==> config.mk <==
export PLATFORM = sky130hd
export DESIGN_NAME = vga_timing_gen
export DESIGN_NICKNAME = d
export VERILOG_FILES = /design/src/rtl/vga_timing_gen.sv
export SDC_FILE = /design/constraint.sdc
export NUM_CORES = 1
export LEC_CHECK = 0
export CORE_UTILIZATION = 50
export CTS_BUF_LIST = sky130_fd_sc_hd__clkbuf_8
export CTS_CLUSTER_SIZE = 12
export DETAILED_ROUTE_END_ITERATION = 8
export PLACE_DENSITY_LB_ADDON = 0.05
export SYNTH_ARGS = -nofsm -noshare
export SYNTH_HDL_FRONTEND = slang
export SYNTH_SLANG_ARGS = --single-unit
==> constraint.sdc <==
create_clock -name CLK -period 3.15 [get_ports CLK]
set_input_delay 0.4725 -clock CLK [delete_from_list [all_inputs] [get_ports CLK]]
set_output_delay 0.4725 -clock CLK [all_outputs]
set_load 0.01 [all_outputs]
==> src/rtl/vga_timing_gen.sv <==
`default_nettype none
// ============================================================================
// Module   : vga_timing_gen
// Purpose  : Parametrised raster timing generator. Advances one pixel per
//            clock on which PIX_CE is high and produces sync, display enable,
//            pixel coordinates, line/frame strobes and a frame counter.
// Ports    : CLK         - system clock, rising edge
//            RST         - synchronous reset, active-high
//            PIX_CE      - pixel advance enable
//            H_SYNC      - horizontal sync, active level H_POL
//            V_SYNC      - vertical sync, active level V_POL
//            DE          - display enable (active area)
//            PIX_X       - current horizontal position
//            PIX_Y       - current vertical position
//            LINE_START  - one-cycle strobe when PIX_X is loaded with 0
//            FRAME_START - one-cycle strobe when (0,0) is loaded
//            FRAME_CNT   - completed frames, modulo 256
// Revision : 1.0 - initial release
// ============================================================================
module vga_timing_gen #(
    parameter int H_ACTIVE = 640,
    parameter int H_FP     = 16,
    parameter int H_SW     = 96,
    parameter int H_BP     = 48,
    parameter int V_ACTIVE = 480,
    parameter int V_FP     = 10,
    parameter int V_SW     = 2,
    parameter int V_BP     = 33,
    parameter bit H_POL    = 1'b0,
    parameter bit V_POL    = 1'b0,
    parameter int HW       = 11,
    parameter int VW       = 11
) (
    input  logic          CLK,
    input  logic          RST,
    input  logic          PIX_CE,
    output logic          H_SYNC,
    output logic          V_SYNC,
    output logic          DE,
    output logic [HW-1:0] PIX_X,
    output logic [VW-1:0] PIX_Y,
    output logic          LINE_START,
    output logic          FRAME_START,
    output logic [7:0]    FRAME_CNT
);

    localparam int c_H_TOTAL = H_ACTIVE + H_FP + H_SW + H_BP;
    localparam int c_V_TOTAL = V_ACTIVE + V_FP + V_SW + V_BP;

    localparam logic [HW-1:0] c_H_LAST = HW'(c_H_TOTAL - 1);
    localparam logic [VW-1:0] c_V_LAST = VW'(c_V_TOTAL - 1);

    // Region boundaries kept 32 bits wide so an end bound equal to the total
    // never overflows the counter width.
    localparam logic [31:0] c_H_ACT_END = 32'(H_ACTIVE);
    localparam logic [31:0] c_HS_START  = 32'(H_ACTIVE + H_FP);
    localparam logic [31:0] c_HS_END    = 32'(H_ACTIVE + H_FP + H_SW);
    localparam logic [31:0] c_V_ACT_END = 32'(V_ACTIVE);
    localparam logic [31:0] c_VS_START  = 32'(V_ACTIVE + V_FP);
    localparam logic [31:0] c_VS_END    = 32'(V_ACTIVE + V_FP + V_SW);

    logic [HW-1:0] r_x;
    logic [VW-1:0] r_y;
    logic [7:0]    r_frame_cnt;
    logic          r_h_sync;
    logic          r_v_sync;
    logic          r_de;
    logic          r_line_start;
    logic          r_frame_start;
    // Set while the counters still hold the reset preload: the wrap out of
    // the preload position starts the first frame but completes none.
    logic          r_preload;

    logic          w_x_wrap;
    logic          w_y_wrap;
    logic [HW-1:0] w_x_nxt;
    logic [VW-1:0] w_y_nxt;
    logic [31:0]   w_x_nxt32;
    logic [31:0]   w_y_nxt32;
    logic          w_h_sync_rgn;
    logic          w_v_sync_rgn;
    logic          w_de_nxt;

    always_comb begin
        w_x_wrap  = (r_x == c_H_LAST);
        w_y_wrap  = (r_y == c_V_LAST);
        w_x_nxt   = w_x_wrap ? '0 : r_x + HW'(1);
        w_y_nxt   = r_y;
        if (w_x_wrap) begin
            w_y_nxt = w_y_wrap ? '0 : r_y + VW'(1);
        end
        // Decode from the next position so sync/DE line up with PIX_X/PIX_Y.
        w_x_nxt32    = 32'(w_x_nxt);
        w_y_nxt32    = 32'(w_y_nxt);
        w_h_sync_rgn = (w_x_nxt32 >= c_HS_START) && (w_x_nxt32 < c_HS_END);
        w_v_sync_rgn = (w_y_nxt32 >= c_VS_START) && (w_y_nxt32 < c_VS_END);
        w_de_nxt     = (w_x_nxt32 < c_H_ACT_END) && (w_y_nxt32 < c_V_ACT_END);
    end

    always_ff @(posedge CLK) begin
        if (RST) begin
            r_x           <= c_H_LAST;
            r_y           <= c_V_LAST;
            r_frame_cnt   <= 8'd0;
            r_h_sync      <= ~H_POL;
            r_v_sync      <= ~V_POL;
            r_de          <= 1'b0;
            r_line_start  <= 1'b0;
            r_frame_start <= 1'b0;
            r_preload     <= 1'b1;
        end else if (PIX_CE) begin
            r_x           <= w_x_nxt;
            r_y           <= w_y_nxt;
            r_h_sync      <= w_h_sync_rgn ? H_POL : ~H_POL;
            r_v_sync      <= w_v_sync_rgn ? V_POL : ~V_POL;
            r_de          <= w_de_nxt;
            r_line_start  <= w_x_wrap;
            r_frame_start <= w_x_wrap && w_y_wrap;
            r_preload     <= 1'b0;
            if (w_x_wrap && w_y_wrap && !r_preload) begin
                r_frame_cnt <= r_frame_cnt + 8'd1;
            end
        end else begin
            // Position holds; strobes mark advances only.
            r_line_start  <= 1'b0;
            r_frame_start <= 1'b0;
        end
    end

    assign PIX_X       = r_x;
    assign PIX_Y       = r_y;
    assign FRAME_CNT   = r_frame_cnt;
    assign H_SYNC      = r_h_sync;
    assign V_SYNC      = r_v_sync;
    assign DE          = r_de;
    assign LINE_START  = r_line_start;
    assign FRAME_START = r_frame_start;

endmodule
`default_nettype wire

==> summary.json <==
{
  "startpoint": "PIX_X[0]",
  "power_density_nw_per_um2": 433,
  "reg2reg_depth": 7,
  "cts_resized": 0,
  "worstSetupStartpointType": "flip-flop",
  "ir_drop_v": 0.000312,
  "gp_routability_congestion": 0.888,
  "muxShareOfSynthArea_pct": 0.484,
  "worst_setup_hold_path_clk_slew_ps": 70,
  "syn_area_per_cell_um2": 7.84,
  "wirelength_mm": 4.89,
  "min_path_type": "flip-flop to flip-flop",
  "worst_r2r_endpoint": "FRAME_CNT[6]",
  "cts_tree": "yes",
  "worstSetupPathType": "flip-flop to flip-flop",
  "syn_to_final_growth_pct": 22.1,
  "total_leakage_power_uw": 0.000919,
  "route.detailed.vias_per_inst": 5.72,
  "gr-total-overflow": 0,
  "worst_r2r_startpoint": "PIX_X[0]",
  "cp_data_required_time_ps": 3310,
  "post_synth_instance_area_um2": 2070,
  "detail_route.iter0.violations": 71,
  "synth_flop_cell": "sky130_fd_sc_hd__dfxtp_1",
  "timing.critical_path.cells": "ha_1 > nand4_1 > or3_4 > nor4_4 > nand4_1 > xor2_1 > nor2_1",
  "fill_cells": 401,
  "postLayoutCoreUtil_pct": 63.2,
  "synth_compound_area_share_pct": 16.1,
  "fin_crit_sh_pct": 85.4,
  "io_buffers": 37,
  "critical-path-slowest-cell": "sky130_fd_sc_hd__or3_4",
  "core.rowCount": 23,
  "synthDistinctLibCells": 46,
  "cp.arrival_ps": 2850,
  "final_hold_vio_count": 0,
  "final_antenna_net_count": 0,
  "leading_cell_type_in_the_layout_fill_and_taps_excluded": "sky130_fd_sc_hd__clkdlybuf4s50_1",
  "multi_input_area_um2": 1240,
  "timing.critical_path.fanout_max": 12,
  "grt_max_degree": 36,
  "detailed_place_hpwl_mm": 3.44,
  "die-area_um2": 4400,
  "clock_sink_count": 36,
  "grtUsageTotal_pct": 23.5,
  "setup.reg_to_reg.worst_slack_ps": 460,
  "most-common-layout-cells": "sky130_fd_sc_hd__clkdlybuf4s50_1 (37), sky130_fd_sc_hd__dfxtp_1 (36), sky130_fd_sc_hd__nor2_1 (35)",
  "cpPeakStageDelay_ps": 570,
  "die-height_um": 66.3,
  "rsz0062_at_grt": "false",
  "drt-wirelength-per-cell_um": 14.2,
  "synth_simple_gate_area_share_pct": 31.4,
  "endpoint": "FRAME_CNT[6]",
  "grt_pass1_wl_mm": 7.84,
  "grt_pass1_vias": 1675,
  "layout.area.seq_um2": 721,
  "cts_max_level": 2,
  "drc": 0,
  "tightestPinTransition_ps": 506,
  "route.vias.total": 1968,
  "final_net_count": 302,
  "postSynthRegisterBits": 36,
  "synthTopCellsByArea": "sky130_fd_sc_hd__dfxtp_1 (35%), sky130_fd_sc_hd__nor2_1 (6.3%), sky130_fd_sc_hd__xor2_1 (6.3%), sky130_fd_sc_hd__nand3_1 (4.1%), sky130_fd_sc_hd__nand2_1 (3.8%)",
  "drive_above_1_share_pct": 5.10,
  "endpoint_kind": "flip-flop",
  "antenna_found_initial": 0,
  "firstDrtPassIters": 4,
  "synth_sequential_area_ratio_pct": 34.8,
  "core_area_um2": 4000,
  "instance_count_of_the_mapped_netlist": 264,
  "clockRootBuffer": "sky130_fd_sc_hd__clkbuf_8",
  "post_synth_xor_area_fraction_pct": 8.89,
  "crit_path_frequent_cell": "sky130_fd_sc_hd__nand4_1",
  "outcome": "finished, final reports clean",
  "clock_insertion_delay_at_the_later_pin_of_the_skew_report_ps": 290,
  "number_of_enable_type_register_cells_in_the_synthesized_netlist": 0,
  "max-clock-path-buffers": 2,
  "top_cell_type_s_share_of_synthesized_area_pct": 34.8,
  "min_period_ps": 2690,
  "cts_buffers": 5,
  "antenna-diode-count": 0,
  "synth_top_family_by_area": "simple AND/OR/NAND/NOR gates",
  "max-cap-violations": 0,
  "floorplan.initialDensity_pct": 51.7,
  "die_extent_in_x_um": 66.3,
  "post_cts_buffers": 0,
  "asyncSetResetFlopFracSynth_pct": 0,
  "report.final.slew_viol_count": 0,
  "syn-num-nets": 272,
  "timing.max_slew.rel_slack_pct": 66.0,
  "max_freq_mhz": 372,
  "final.setup.tns_ps": 0,
  "finalClockSkew_ps": 3.71,
  "pin_count": 38,
  "synth.largest_area_cell": "sky130_fd_sc_hd__dfxtp_1",
  "yosys.area_share.adder_pct": 3.02,
  "hold_buffers": 0,
  "yosys_warnings": 0,
  "setup_viol": 0
}
[synthesized netlist by cell type, drive strengths merged (5+ instances only)]
cell    number
clkbuf      14
dfxtp       36
nand4       11
xnor2        6
nand2       21
nor2        35
inv          6
a211o        5
o21ai       11
ha           5
nor3        11
a31oi        5
a21oi       15
nand3       17
xor2        15
[area by class of cell]
class                           instances  share of cell area, %
Timing Repair Buffer                   41                   15.8
Clock buffer                            5                   2.72
Sequential cell                        36                   28.5
Multi-Input combinational cell        203                   49.0
Clock inverter                          2                  0.347
Tap cell                               50                   2.48
Inverter                                7                   1.04
[kinds of logic (layout without fill, tap and decap cells)]
logic type,Yosys count,after routing
fa+ha+maj,5,5
flops,36,36
mux,1,1
compound gates,52,52
simple gates,124,124
buf+inv,25,55
xor+xnor,21,21
[worst max-delay path: cells and delay by family (launching register included)]
family | cells | cell delay, ps
simple gates | 5 | 1670
flops | 1 | 450
fa+ha+maj | 1 | 290
xor+xnor | 1 | 150
[flip-flops by register name, indices dropped and copies added, names as in the netlist]
name	cells
PIX_X	11
PIX_Y	11
FRAME_CNT	8
DE	1
FRAME_START	1
H_SYNC	1
LINE_START	1
V_SYNC	1
r_preload	1
[layer usage]
layer | vias to the layer above | track usage, % | part of all wire (%)
met3 | 10 | 5.69 | 4.9
met4 | 0 | 6.38 | 1.4
li1 | 1000 | - | -
met2 | 50 | 37.6 | 46
met1 | 908 | 31.2 | 48
met5 | - | 0 | 0
[worst min path at each step]
stage | start | to | depth (start not counted) | slack (ps)
global route | DE | DE | 2 | 510
detailed placement | DE | DE | 2 | 480
CTS | DE | DE | 2 | 490
finish | DE | DE | 2 | 480
global placement | DE | DE | 2 | 460
floorplan | DE | DE | 2 | 480
[stage by stage]
step	total power, uW	worst slack (ps)	area [um^2]	std cells	hold slack, ps
after floorplan	711	647	2070	264	477
after global placement	793	576	2450	337	460
after detailed placement	796	488	2450	337	479
after CTS	1100	464	2530	344	489
after global routing	1150	238	2530	344	514
final	1090	460	2530	344	484
[power breakdown]
group | switching (uW) | leakage [uW] | internal, uW
Sequential | 39.7 | 0.000293 | 478
Clock | 159 | 0.0000452 | 147
Combinational | 154 | 0.000581 | 115
Total | 353 | 0.000919 | 740
Note: power is estimated with default switching activity, not from simulation.
